--- src/rtl/btn_cond_pkg.sv ---
// Shared types and defaults for the push-button conditioner.
// Latency: n/a (types and constants only).
// Backpressure: n/a.
package btn_cond_pkg;

    typedef enum logic {
        STABLE = 1'b0,
        CHECK  = 1'b1
    } lane_state_t;

    localparam int DEBOUNCE_CYCLES_DEF = 4;
    localparam int CNT_W_DEF           = 16;

endpackage

--- src/rtl/btn_debounce_lane.sv ---
// One button lane: 2-FF synchronizer, counter debouncer, rise/fall one-shots, toggle latch.
// Latency: level follows a clean raw step after 2 + DEBOUNCE_CYCLES clocks; rise/fall/toggle one clock later.
// Backpressure: none; free-running, every output is valid every cycle.
module btn_debounce_lane
    import btn_cond_pkg::*;
#(
    parameter int DEBOUNCE_CYCLES = DEBOUNCE_CYCLES_DEF,
    parameter int CNT_W           = CNT_W_DEF
) (
    input  logic clk,
    input  logic rst_n,
    input  logic raw,
    output logic level,
    output logic rise,
    output logic fall,
    output logic toggle,
    output logic busy
);

    // The counter must be able to hold DEBOUNCE_CYCLES-1 without wrapping.
    if (DEBOUNCE_CYCLES < 2 || CNT_W < 1 ||
        (CNT_W < 31 && (1 << CNT_W) <= DEBOUNCE_CYCLES)) begin : g_bad_cfg
        $error("btn_debounce_lane: CNT_W too small for DEBOUNCE_CYCLES or DEBOUNCE_CYCLES < 2");
    end

    localparam logic [CNT_W-1:0] CNT_LAST = CNT_W'(DEBOUNCE_CYCLES - 1);

    logic             s1;
    logic             s2;
    lane_state_t      state;
    lane_state_t      state_nxt;
    logic [CNT_W-1:0] cnt;
    logic [CNT_W-1:0] cnt_nxt;
    logic             level_nxt;
    logic             level_prev;

    // Two-flop synchronizer; only s2 is trusted by the debouncer.
    always_ff @(posedge clk) begin
        if (!rst_n) begin
            s1 <= 1'b0;
            s2 <= 1'b0;
        end else begin
            s1 <= raw;
            s2 <= s2_src(s1);
        end
    end

    function automatic logic s2_src(input logic v);
        return v;
    endfunction

    // FSM state, stability counter and accepted level.
    always_ff @(posedge clk) begin
        if (!rst_n) begin
            state <= STABLE;
            cnt   <= '0;
            level <= 1'b0;
        end else begin
            state <= state_nxt;
            cnt   <= cnt_nxt;
            level <= level_nxt;
        end
    end

    // Next state: a differing sample opens a check window; any sample that
    // agrees with the current level again aborts it without touching outputs.
    always_comb begin
        state_nxt = state;
        cnt_nxt   = cnt;
        level_nxt = level;
        case (state)
            STABLE: begin
                cnt_nxt = '0;
                if (s2 != level) begin
                    state_nxt = CHECK;
                    cnt_nxt   = CNT_W'(1);
                end
            end
            CHECK: begin
                if (s2 == level) begin
                    state_nxt = STABLE;
                    cnt_nxt   = '0;
                end else if (cnt == CNT_LAST) begin
                    level_nxt = s2;
                    state_nxt = STABLE;
                    cnt_nxt   = '0;
                end else begin
                    cnt_nxt = cnt + CNT_W'(1);
                end
            end
            default: begin
                state_nxt = STABLE;
                cnt_nxt   = '0;
            end
        endcase
    end

    // Edge one-shots and toggle, registered one cycle after level changes.
    // level_prev is cleared by reset together with level, so a reset never
    // manufactures a fall pulse.
    always_ff @(posedge clk) begin
        if (!rst_n) begin
            level_prev <= 1'b0;
            rise       <= 1'b0;
            fall       <= 1'b0;
            toggle     <= 1'b0;
        end else begin
            level_prev <= level;
            rise       <= level & ~level_prev;
            fall       <= ~level & level_prev;
            if (level & ~level_prev) begin
                toggle <= ~toggle;
            end
        end
    end

    assign busy = (state == CHECK);

endmodule

--- src/rtl/push_button_conditioner.sv ---
// N independent debounced push-button lanes plus a combined busy flag.
// Latency: 2 + DEBOUNCE_CYCLES clocks raw-to-level; pulses and toggle one clock after level.
// Backpressure: none; outputs are continuous levels and single-cycle pulses.
module push_button_conditioner
    import btn_cond_pkg::*;
#(
    parameter int NUM_BUTTONS     = 2,
    parameter int DEBOUNCE_CYCLES = DEBOUNCE_CYCLES_DEF,
    parameter int CNT_W           = CNT_W_DEF
) (
    input  logic                   clk,
    input  logic                   rst_n,
    input  logic [NUM_BUTTONS-1:0] btn_raw,
    output logic [NUM_BUTTONS-1:0] btn_level,
    output logic [NUM_BUTTONS-1:0] btn_rise,
    output logic [NUM_BUTTONS-1:0] btn_fall,
    output logic [NUM_BUTTONS-1:0] btn_toggle,
    output logic                   any_busy
);

    logic [NUM_BUTTONS-1:0] busy;

    // One lane per button, no interaction between lanes.
    for (genvar i = 0; i < NUM_BUTTONS; i++) begin : g_lane
        btn_debounce_lane #(
            .DEBOUNCE_CYCLES (DEBOUNCE_CYCLES),
            .CNT_W           (CNT_W)
        ) u_lane (
            .clk    (clk),
            .rst_n  (rst_n),
            .raw    (btn_raw[i]),
            .level  (btn_level[i]),
            .rise   (btn_rise[i]),
            .fall   (btn_fall[i]),
            .toggle (btn_toggle[i]),
            .busy   (busy[i])
        );
    end

    // Each lane's busy comes straight from its state register.
    assign any_busy = |busy;

endmodule

--- config.mk ---
export PLATFORM = sky130hd
export DESIGN_NAME = push_button_conditioner
export DESIGN_NICKNAME = d
export VERILOG_FILES = /design/src/rtl/btn_cond_pkg.sv /design/src/rtl/btn_debounce_lane.sv /design/src/rtl/push_button_conditioner.sv
export SDC_FILE = /design/constraint.sdc
export NUM_CORES = 1
export LEC_CHECK = 0
export ABC_CLOCK_PERIOD_IN_PS = 2300
export BUFFER_PORTS_ARGS = -buffer_cell sky130_fd_sc_hd__buf_2
export CAP_MARGIN = 15
export CORE_MARGIN = 5
export CORE_UTILIZATION = 45
export DETAILED_ROUTE_END_ITERATION = 6
export GPL_TIMING_DRIVEN = 0
export PLACE_DENSITY = 0.74
export SYNTH_ARGS = -nofsm -noshare
export SYNTH_HDL_FRONTEND = slang
export SYNTH_HIERARCHICAL = 1
export SYNTH_SLANG_ARGS = --single-unit
--- constraint.sdc ---
create_clock -name clk -period 2.3 [get_ports clk]
set_input_delay 0.69 -clock clk [delete_from_list [all_inputs] [get_ports clk]]
set_output_delay 0.69 -clock clk [all_outputs]
set_load 0.05 [all_outputs]
Word-level counts from Yosys, hierarchy flattened
Cells that the tools add are included.
{ "totals": {"mem_count": 0, "latch_bits": 0, "out_inout_bits": 9, "input_bits": 4, "rom_bits": 0, "reg_bits": 48, "word_cells": 59, "mem_bits_rw": 0} }
{ "classes": {"div_mod_pow": 0, "eq_ne": 6, "reduce_logical": 3, "n_shift": 0, "add_sub_neg": 2, "mul": 0, "order_cmp": 0, "n_mux": 16, "bitwise_logic": 14} }
{ "ops": {"columns": ["op", "n"], "rows": [
  ["$mux W16", 4],
  ["$pmux W16 S2", 2],
  ["$add A16 B1 Y16 const B", 2],
  ["$eq A16 B2 Y1 const B", 2],
  ["$not A1 Y1", 10],
  ["$mux W1", 8],
  ["$reduce_and A3 Y1", 2],
  ["$and A1 B1 Y1", 4],
  ["$pmux W1 S2", 2],
  ["$eq A1 B1 Y1", 2],
  ["$ne A1 B1 Y1", 2],
  ["$reduce_or A2 Y1", 1]
]} }

Longest topological paths before layout
Gate-level depths: netlist of the first run.
{ "depth": {"word_depth": 4, "ltp_mapped": 6, "ltp_nobuf": 5} }

By module
Netlist of the first run, hierarchy kept.
{ "modules_own_cells": {"columns": ["module", "cells_per_inst", "seq_area_each_um2", "area_each_um2", "n_inst"], "rows": [
  ["btn_debounce_lane", 107, 480.5, 984.7, 2],
  ["push_button_conditioner", 1, 0.0, 6.3, 1]
]} }

Worst setup path after synthesis of the first run
No wires, ideal clock.
{ "synth_timing": {"kind": "register to register", "startpoint": "register g_lane[0].u_lane.cnt[0]", "endpoint": "register g_lane[0].u_lane.cnt[4]", "setup_slack_ps": 820, "path_stages_with_launch": 7, "arrival_time_ps": 1366, "setup_time_ps": 115, "synth_period_minus_slack_ps": 1480, "required_time_ps": 2185, "path_buffers": 1, "path_cell_list": "dfxtp_1 > ha_1 > nor4b_1 > nand4_1 > nand4_2 > buf_6 > nor2_1"} }
{ "synth_between": {"elab_chain_cells": 4, "word_cells_on_any_way": 5, "cone_classes": "1 x add/sub; 1 x eq/ne; 3 x mux"} }
{ "synth_rtl": {"columns": ["element", "line", "rtl"], "rows": [
  ["start: declaration", "btn_debounce_lane.sv:32", "logic [CNT_W-1:0] cnt;"],
  ["start signal: assignment", "btn_debounce_lane.sv:60", "cnt <= cnt_nxt;"],
  ["$add A16 B1 Y16 / $eq A16 B2 Y1 (equally long branches)", "btn_debounce_lane.sv:88, btn_debounce_lane.sv:83", null],
  ["$mux W16 (*)", "btn_debounce_lane.sv:83", "end else if (cnt == CNT_LAST) begin"],
  ["$mux W16 (*)", "btn_debounce_lane.sv:80", "if (s2 == level) begin"],
  ["$pmux W16 S2 (*)", "btn_debounce_lane.sv:71", "case (state)"]
]} }
Mark *: on every way between the ends. The rest lies on a longest branch, timed or not.
A chain may end at the register's enable or synchronous reset.

Worst setup path in the final report of the first run
{ "layout_timing": {"startpoint": "register g_lane[1].u_lane.cnt[0]", "endpoint": "register g_lane[1].u_lane.cnt[5]"} }
{ "layout_between": {"elab_chain_cells": 4, "word_cells_on_any_way": 5, "cone_classes": "1 x add/sub; 1 x eq/ne; 3 x mux"} }
{ "layout_rtl": {"columns": ["element", "line"], "rows": [
  ["start: declaration", "btn_debounce_lane.sv:32"],
  ["start signal: assignment", "btn_debounce_lane.sv:60"],
  ["$add A16 B1 Y16 / $eq A16 B2 Y1 (equally long branches)", "btn_debounce_lane.sv:88, btn_debounce_lane.sv:83"],
  ["$mux W16 (*)", "btn_debounce_lane.sv:83"],
  ["$mux W16 (*)", "btn_debounce_lane.sv:80"],
  ["$pmux W16 S2 (*)", "btn_debounce_lane.sv:71"]
]} }
Marks and branches as above.

==> metrics.md, run 1 <==
| Metric | Value |
|---|---|
| Largest family of logic cells by synthesized area | simple AND/OR/NAND/NOR gates |
| Fill cells | 401 |
| Die area | 5820 sq um |
| Clock tree from TritonCTS | built |
| Sequential share of the synthesized area | 48.6% |
| Final worst-path cycle share | 77.3% |
| Register bit total from synthesis | 48 |
| Worst slew margin relative to its limit | 75.2% |
| Number of buffers on the longest clock path | 2 |
| Number of I/O port buffers | 12 |
| Complex-gate fraction of the synthesized area | 2.28% |
| EDFF count, synth | 0 |
| Sink count of the clock tree | 48 |
| Post-cts gate resize count | 0 |
| Worst min path class | reg2reg |
| Clock buffers created by TritonCTS | 5 |
| Multiplexer fraction of the synthesized cell area | 0% |
| Total half-perimeter wirelength after legalization and detailed placement | 2200 um |
| Overall power | 1.47 mW |
| Fin. Hold Viols | 0 |
| Via density per instance | 4.97 |
| Chip Width | 76.3 um |
| Total number of yosys warnings | 6 |
| WP data arrival | 1.98 ns |
| Top_reg_cell synth | sky130_fd_sc_hd__dfxtp_1 |
| Starting Density | 46.0% |
| CP Data Required Time | 2.50 ns |
| Routed vias | 1,427 |
| Switching Share | 20.6% |
| WL final | 3240 um |
| Instance area at placement | 2100 sq um |
| Mean post-synth cell area | 9.19 sq um |
| Max Freq | 562 MHz |
| DRC violation count after routing | 0 |
| Net count reported at finish | 240 |
| H-Tree Depth | 2 |
| Final estimated routing congestion in global placement | 0.754 |
| Classification of the worst setup path | reg2reg |
| Number of hold-repair buffers added at the cts stage | 0 |
| Logic pwr share | 1.3% |
| Setup skew after layout | 0.00618 ns |
| CTS root buf | sky130_fd_sc_hd__clkbuf_8 |
| Clock slew at reported path FFs | 0.09 ns |
| ANT nets after route | 0 |
| Global-route wire length before repair | 5700 um |
| DRC marker count from the first detailed-route iteration | 93 |
| Avg WL per Cell | 11.3 um |
| Total global routing track utilization | 11.7% |
| Number of unique standard cell types used by synthesis | 21 |
| Relative contribution of sequential cells to total power | 56.9% |
| Number of maximum-capacitance violations | 0 |
| Share of the synthesized area in the top cell type | 48.6% |
| Final count of pins violating max slew | 0 |
| Clock insertion delay at the later pin of the skew report | 0.30 ns |
| Setup fix buffers added after clock tree synthesis | 0 |
| Int Pwr | 1.17 mW |
| Final design area excluding fillers | 2220 sq um |
| IR Drop Worst-Case VDD | 0.458 mV |
| Pwr Density | 665 nW/um^2 |
| Synthesized-area fraction occupied by and/or/nand/nor cells | 29.8% |
| Most frequent cell after synthesis | sky130_fd_sc_hd__dfxtp_1 |
| Combined area of all synthesized cells | 1980 sq um |
| Transition time at the pin with the least slew margin | 0.369 ns |
| Gate count after technology mapping | 215 |
| Via count of the first global-routing pass | 1,326 |
| Vertical extent of the die | 76.3 um |
| Fraction of the mapped netlist area in adder cells | 1.27% |
| Pre-antenna DRT Iters | 4 |
| Run status | finished clean |
| Ranking of synthesized cells by area | sky130_fd_sc_hd__dfxtp_1, sky130_fd_sc_hd__xnor2_1, sky130_fd_sc_hd__nor2_1 |
| Total setup violations reported at the end of the flow | 0 |
| Multi-input gate area | 940 sq um |
| Antenna diode count | 0 |
| Async set-reset flop share out of synthesis | 0% |
| Relative contribution of the clock network to total power | 41.8% |
| Sum of negative setup slack | 0 ns |
| Pin count of the biggest net entering global routing | 17 |
| Leakage dissipation | 0.719 nW |
| Cell type with the largest total area after synthesis | sky130_fd_sc_hd__dfxtp_1 |
| RSZ-0062 raised after global routing | false |
| Global route total overflow | 0 |
| Post-layout min period | 1.78 ns |
| Sw Pwr | 0.303 mW |
| Placement row count | 24 |
| Synthesized net count | 221 |
| Syn-to-layout area delta | 12.2% |
| Top post-synthesis cells by count | sky130_fd_sc_hd__dfxtp_1, sky130_fd_sc_hd__nor2_1, sky130_fd_sc_hd__xnor2_1 |
| Footprint of the flip-flops and latches | 961 sq um |
| Core ar. | 4290 sq um |
| Worst Path Max Fanout | 10 |
| Critical path launch point type | register |
| Antenna violations before repair | 0 |
| Ratio of cells with drive above 1 in the final layout | 14.5% |
| I/O Pins | 13 |
| Crit path capture type | register |
| Xor-xnor portion of the synthesized cell area | 14.2% |
==> registers in the layout, summed over array words and instances, names as in the netlist <==
register                  flops
g_lane.u_lane/busy            2
g_lane.u_lane/cnt            32
g_lane.u_lane/fall            2
g_lane.u_lane/level           2
g_lane.u_lane/level_prev      2
g_lane.u_lane/rise            2
g_lane.u_lane/s1              2
g_lane.u_lane/s2              2
g_lane.u_lane/toggle          2
==> cell families after synthesis <==
kind of cell,after synthesis
AND/OR/NAND/NOR,111
flip-flops,48
XOR/XNOR,32
buffers and inverters,16
AO/OA/AOI/OAI,6
adder cells (fa/ha/maj),2
==> stage by stage <==
| step | hold WS [ns] | setup WS, ns | cells | util, % |
|---|---|---|---|---|
| global route | 0.454 | 0.363 | 287 | 51.6 |
| finish | 0.441 | 0.521 | 287 | 51.6 |
| floorplan | 0.404 | 0.820 | 215 | - |
| global placement | 0.414 | 0.548 | 279 | 48.9 |
| CTS | 0.444 | 0.500 | 287 | 51.6 |
| detailed placement | 0.422 | 0.550 | 279 | 48.9 |
==> cells in the final DEF (no fill, tap or decap), types with 5 or more instances in the layout <==
cell type / synthesis / layout
sky130_fd_sc_hd__dfxtp_1: 48 / 48
sky130_fd_sc_hd__nor2_1: 40 / 40
sky130_fd_sc_hd__xnor2_1: 28 / 28
sky130_fd_sc_hd__nor4_1: 14 / 14
sky130_fd_sc_hd__inv_1: 14 / 14
sky130_fd_sc_hd__nand2_1: 12 / 12
sky130_fd_sc_hd__buf_2: 0 / 12
sky130_fd_sc_hd__nor3_1: 10 / 10
sky130_fd_sc_hd__nand4_1: 6 / 6
sky130_fd_sc_hd__nand3_1: 6 / 6
sky130_fd_sc_hd__and2_1: 6 / 6
sky130_fd_sc_hd__clkbuf_8: 0 / 5
==> power by group through the flow <==
stage	logic, mW	registers [mW]	clock network, mW
finish	0.0186	0.839	0.616
detailed placement	0.0189	0.858	0
global route	0.0212	0.840	0.671
CTS	0.0191	0.839	0.635
global placement	0.0186	0.858	0
floorplan	0.0110	0.858	0
==> cell type report <==
type	count	area share [%]
plain buffers	2	1.02
clock buffers	5	3.11
clock inverters	3	2.09
inverters	14	2.37
multi-input cells	151	42.4
flip-flops and latches	48	43.4
well taps	52	2.94
repair buffers	12	2.71
==> routing by layer <==
metal / share of wire [%] / global-route usage [%] / up-vias / routed length, um
met4: 1.1 / 5.24 / 0 / 34
met2: 47 / 18.5 / 32 / 1520
li1: - / - / 758 / -
met3: 4.1 / 3.19 / 2 / 134
met1: 48 / 14.7 / 635 / 1540
met5: 0 / 0 / - / 0
==> critical path: stages (launching register included) <==
cell and delay (ns):
sky130_fd_sc_hd__dfxtp_1 0.40, sky130_fd_sc_hd__ha_1 0.25, sky130_fd_sc_hd__nor4b_1 0.28, sky130_fd_sc_hd__nand4_1 0.28, sky130_fd_sc_hd__nand4_2 0.25, sky130_fd_sc_hd__buf_6 0.17, sky130_fd_sc_hd__nor2_1 0.05
==> worst paths after layout <==
path / start / end / slack, ns / depth (start not counted)
hold / removal: g_lane[0].u_lane/s1 / g_lane[0].u_lane/s2 / 0.44 / 1
hold reg to reg: g_lane[0].u_lane/s1 / g_lane[0].u_lane/s2 / 0.44 / 1
setup reg to reg: g_lane[1].u_lane/cnt[0] / g_lane[1].u_lane/cnt[5] / 0.52 / 6
setup / recovery: g_lane[1].u_lane/cnt[0] / g_lane[1].u_lane/cnt[5] / 0.52 / 6
Power figures use the tool's default switching activity.
==> run 2: changes to the inputs <==
Settings changed: ABC_CLOCK_PERIOD_IN_PS 2300 to 1600, PLACE_DENSITY 0.74 to 0.77.
Clock period 2.3 ns to 1.6 ns, I/O delays scaled along.
==> metrics.md, run 2 (same netlist as run 1, synthesis figures left out) <==
| Metric | Value |
|---|---|
| Run status | finished clean |
| Syn-to-layout area delta | 16.6% |
| Clock buffers created by TritonCTS | 5 |
| Transition time at the pin with the least slew margin | 0.338 ns |
| Fill cells | 383 |
| Most frequent standard cell in the layout excluding fill and tap cells | sky130_fd_sc_hd__dfxtp_1 |
| Footprint of the flip-flops and latches | 972 sq um |
| Pin count of the biggest net entering global routing | 17 |
| Net count reported at finish | 244 |
| Antenna violations before repair | 0 |
| Avg WL per Cell | 11.7 um |
| Ratio of cells with drive above 1 in the final layout | 20.1% |
| Worst Path Max Fanout | 4 |
| CTS root buf | sky130_fd_sc_hd__clkbuf_8 |
| Largest reg by FF count | g_lane.u_lane/cnt |
| Sw Pwr | 0.405 mW |
| Post-placement setup slack | -0.102 ns |
| WL final | 3410 um |
| Clock insertion delay at the later pin of the skew report | 0.29 ns |
| Relative contribution of sequential cells to total power | 61.2% |
| Final worst-path cycle share | 97.5% |
| Number of buffers on the longest clock path | 2 |
| Worst min path class | in2reg |
| Total half-perimeter wirelength after legalization and detailed placement | 2230 um |
| Global route total overflow | 0 |
| Logic pwr share | 1.6% |
| ANT nets after route | 0 |
| Clock slew at reported path FFs | 0.08 ns |
| Chip Width | 76.3 um |
| Sink count of the clock tree | 48 |
| I/O Pins | 13 |
| Finished Layout Cells | 291 |
| Pre-antenna DRT Iters | 4 |
| Placement row count | 24 |
| Core ar. | 4290 sq um |
| Via count of the first global-routing pass | 1,412 |
| IR Drop Worst-Case VDD | 0.633 mV |
| Post-layout min period | 1.56 ns |
| Die area | 5820 sq um |
| Final worst hold slack | 0.386 ns |
| Final estimated routing congestion in global placement | 0.766 |
| DRC violation count after routing | 0 |
| Vertical extent of the die | 76.3 um |
| Pwr Density | 854 nW/um^2 |
| Multi-input gate area | 1000 sq um |
| Number of maximum-capacitance violations | 0 |
| Relative contribution of the clock network to total power | 37.2% |
| Crit path capture type | output port |
| Switching Share | 20.6% |
| Max Freq | 641 MHz |
| Global-route wire length before repair | 6000 um |
| Min-delay src | btn_raw[1] |
| Via density per instance | 5.09 |
| Overall power | 1.97 mW |
| Clock tree from TritonCTS | built |
| Starting Density | 46.0% |
| # placed instances | 279 |
| Final critical-path setup slack | 0.0400 ns |
| Int Pwr | 1.56 mW |
| Antenna diode count | 0 |
| WP data arrival | 1.08 ns |
| Timing startpoint of the critical path | g_lane[0].u_lane/busy |
| Launching point of the worst reg2reg path | g_lane[1].u_lane/cnt[0] |
| Total setup violations reported at the end of the flow | 0 |
| H-Tree Depth | 2 |
| Number of I/O port buffers | 12 |
| DRC marker count from the first detailed-route iteration | 54 |
| Routed vias | 1,481 |
| Worst slew margin relative to its limit | 77.3% |
| Leakage dissipation | 0.735 nW |
| Total global routing track utilization | 12.4% |
| Top library cells by usage in the layout, fill and taps aside | sky130_fd_sc_hd__dfxtp_1, sky130_fd_sc_hd__nor2_1, sky130_fd_sc_hd__xnor2_1 |
| Sum of negative setup slack | 0 ns |
| Critical path launch point type | register |
| Final count of pins violating max slew | 0 |
| Largest register FFs | 32 |
| CP Data Required Time | 1.12 ns |
| Classification of the worst setup path | reg2out |
| Fin. Hold Viols | 0 |
| Setup skew after layout | 0.00881 ns |
-- run 2: changes by cell type in the layout (fill, tap and decap cells not counted), moves of 2 or more --
cell                      before  now
sky130_fd_sc_hd__nand4_4       0    2
sky130_fd_sc_hd__dfxtp_2       0    3
sky130_fd_sc_hd__dfxtp_4       0    2
sky130_fd_sc_hd__buf_4         0    5
sky130_fd_sc_hd__ha_1          2    0
sky130_fd_sc_hd__nand4_2       4    2
sky130_fd_sc_hd__nor4b_1       2    0
sky130_fd_sc_hd__dfxtp_1      48   43
-- run 2: power groups by stage --
stage	clock network (mW)	logic, mW	registers (mW)
5_1_grt	0.805	0.0341	1.21
2_1_floorplan	0	0.0158	1.23
4_1_cts	0.763	0.0301	1.21
6_report	0.732	0.0305	1.20
3_5_place_dp	0	0.0273	1.23
3_3_place_gp	0	0.0266	1.23
-- run 2: final timing paths --
path	cells past startpoint	to	slack [ns]
min reg2reg	1	g_lane[1].u_lane/rise	0.44
max reg2reg	7	g_lane[1].u_lane/cnt[3]	0.07
max	2	any_busy	0.04
min	2	g_lane[1].u_lane/s1	0.39
-- run 2: repair_timing --
item	4_1_cts	5_1_grt
hold buffers	0	0
pin swaps	3	1
setup buffers	4	0
gates resized for setup	8	11
setup endpoints to repair	22	27
-- run 2: stage by stage --
| step | util [%] | area [sq um] |
|---|---|---|
| 2_1_floorplan | - | 1980 |
| 3_3_place_gp | 48.9 | 2100 |
| 3_5_place_dp | 48.9 | 2100 |
| 4_1_cts | 52.6 | 2260 |
| 5_1_grt | 53.6 | 2300 |
| 6_report | 53.6 | 2300 |
-- run 2: area by class of cell --
cell class / count / share of cell area, %
Buffer: 2 / 1.14
Clock buffer: 7 / 3.75
Clock inverter: 1 / 0.326
Inverter: 14 / 2.28
Multi-Input combinational cell: 151 / 43.5
Sequential cell: 48 / 42.2
Tap cell: 52 / 2.82
Timing Repair Buffer: 16 / 4.02
-- run 2: worst max-delay path, stage by stage, from the launching register on --
cell and delay [ns]:
sky130_fd_sc_hd__dfxtp_1 0.37, sky130_fd_sc_hd__or2_1 0.23, sky130_fd_sc_hd__buf_4 0.19
-- run 2: per-layer routing --
metal	global-route usage [%]	vias up	routed length (um)
li1	-	758	-
met3	4.14	4	135
met4	5.24	0	42
met1	14.6	697	1600
met2	20.4	22	1620
met5	0	-	0
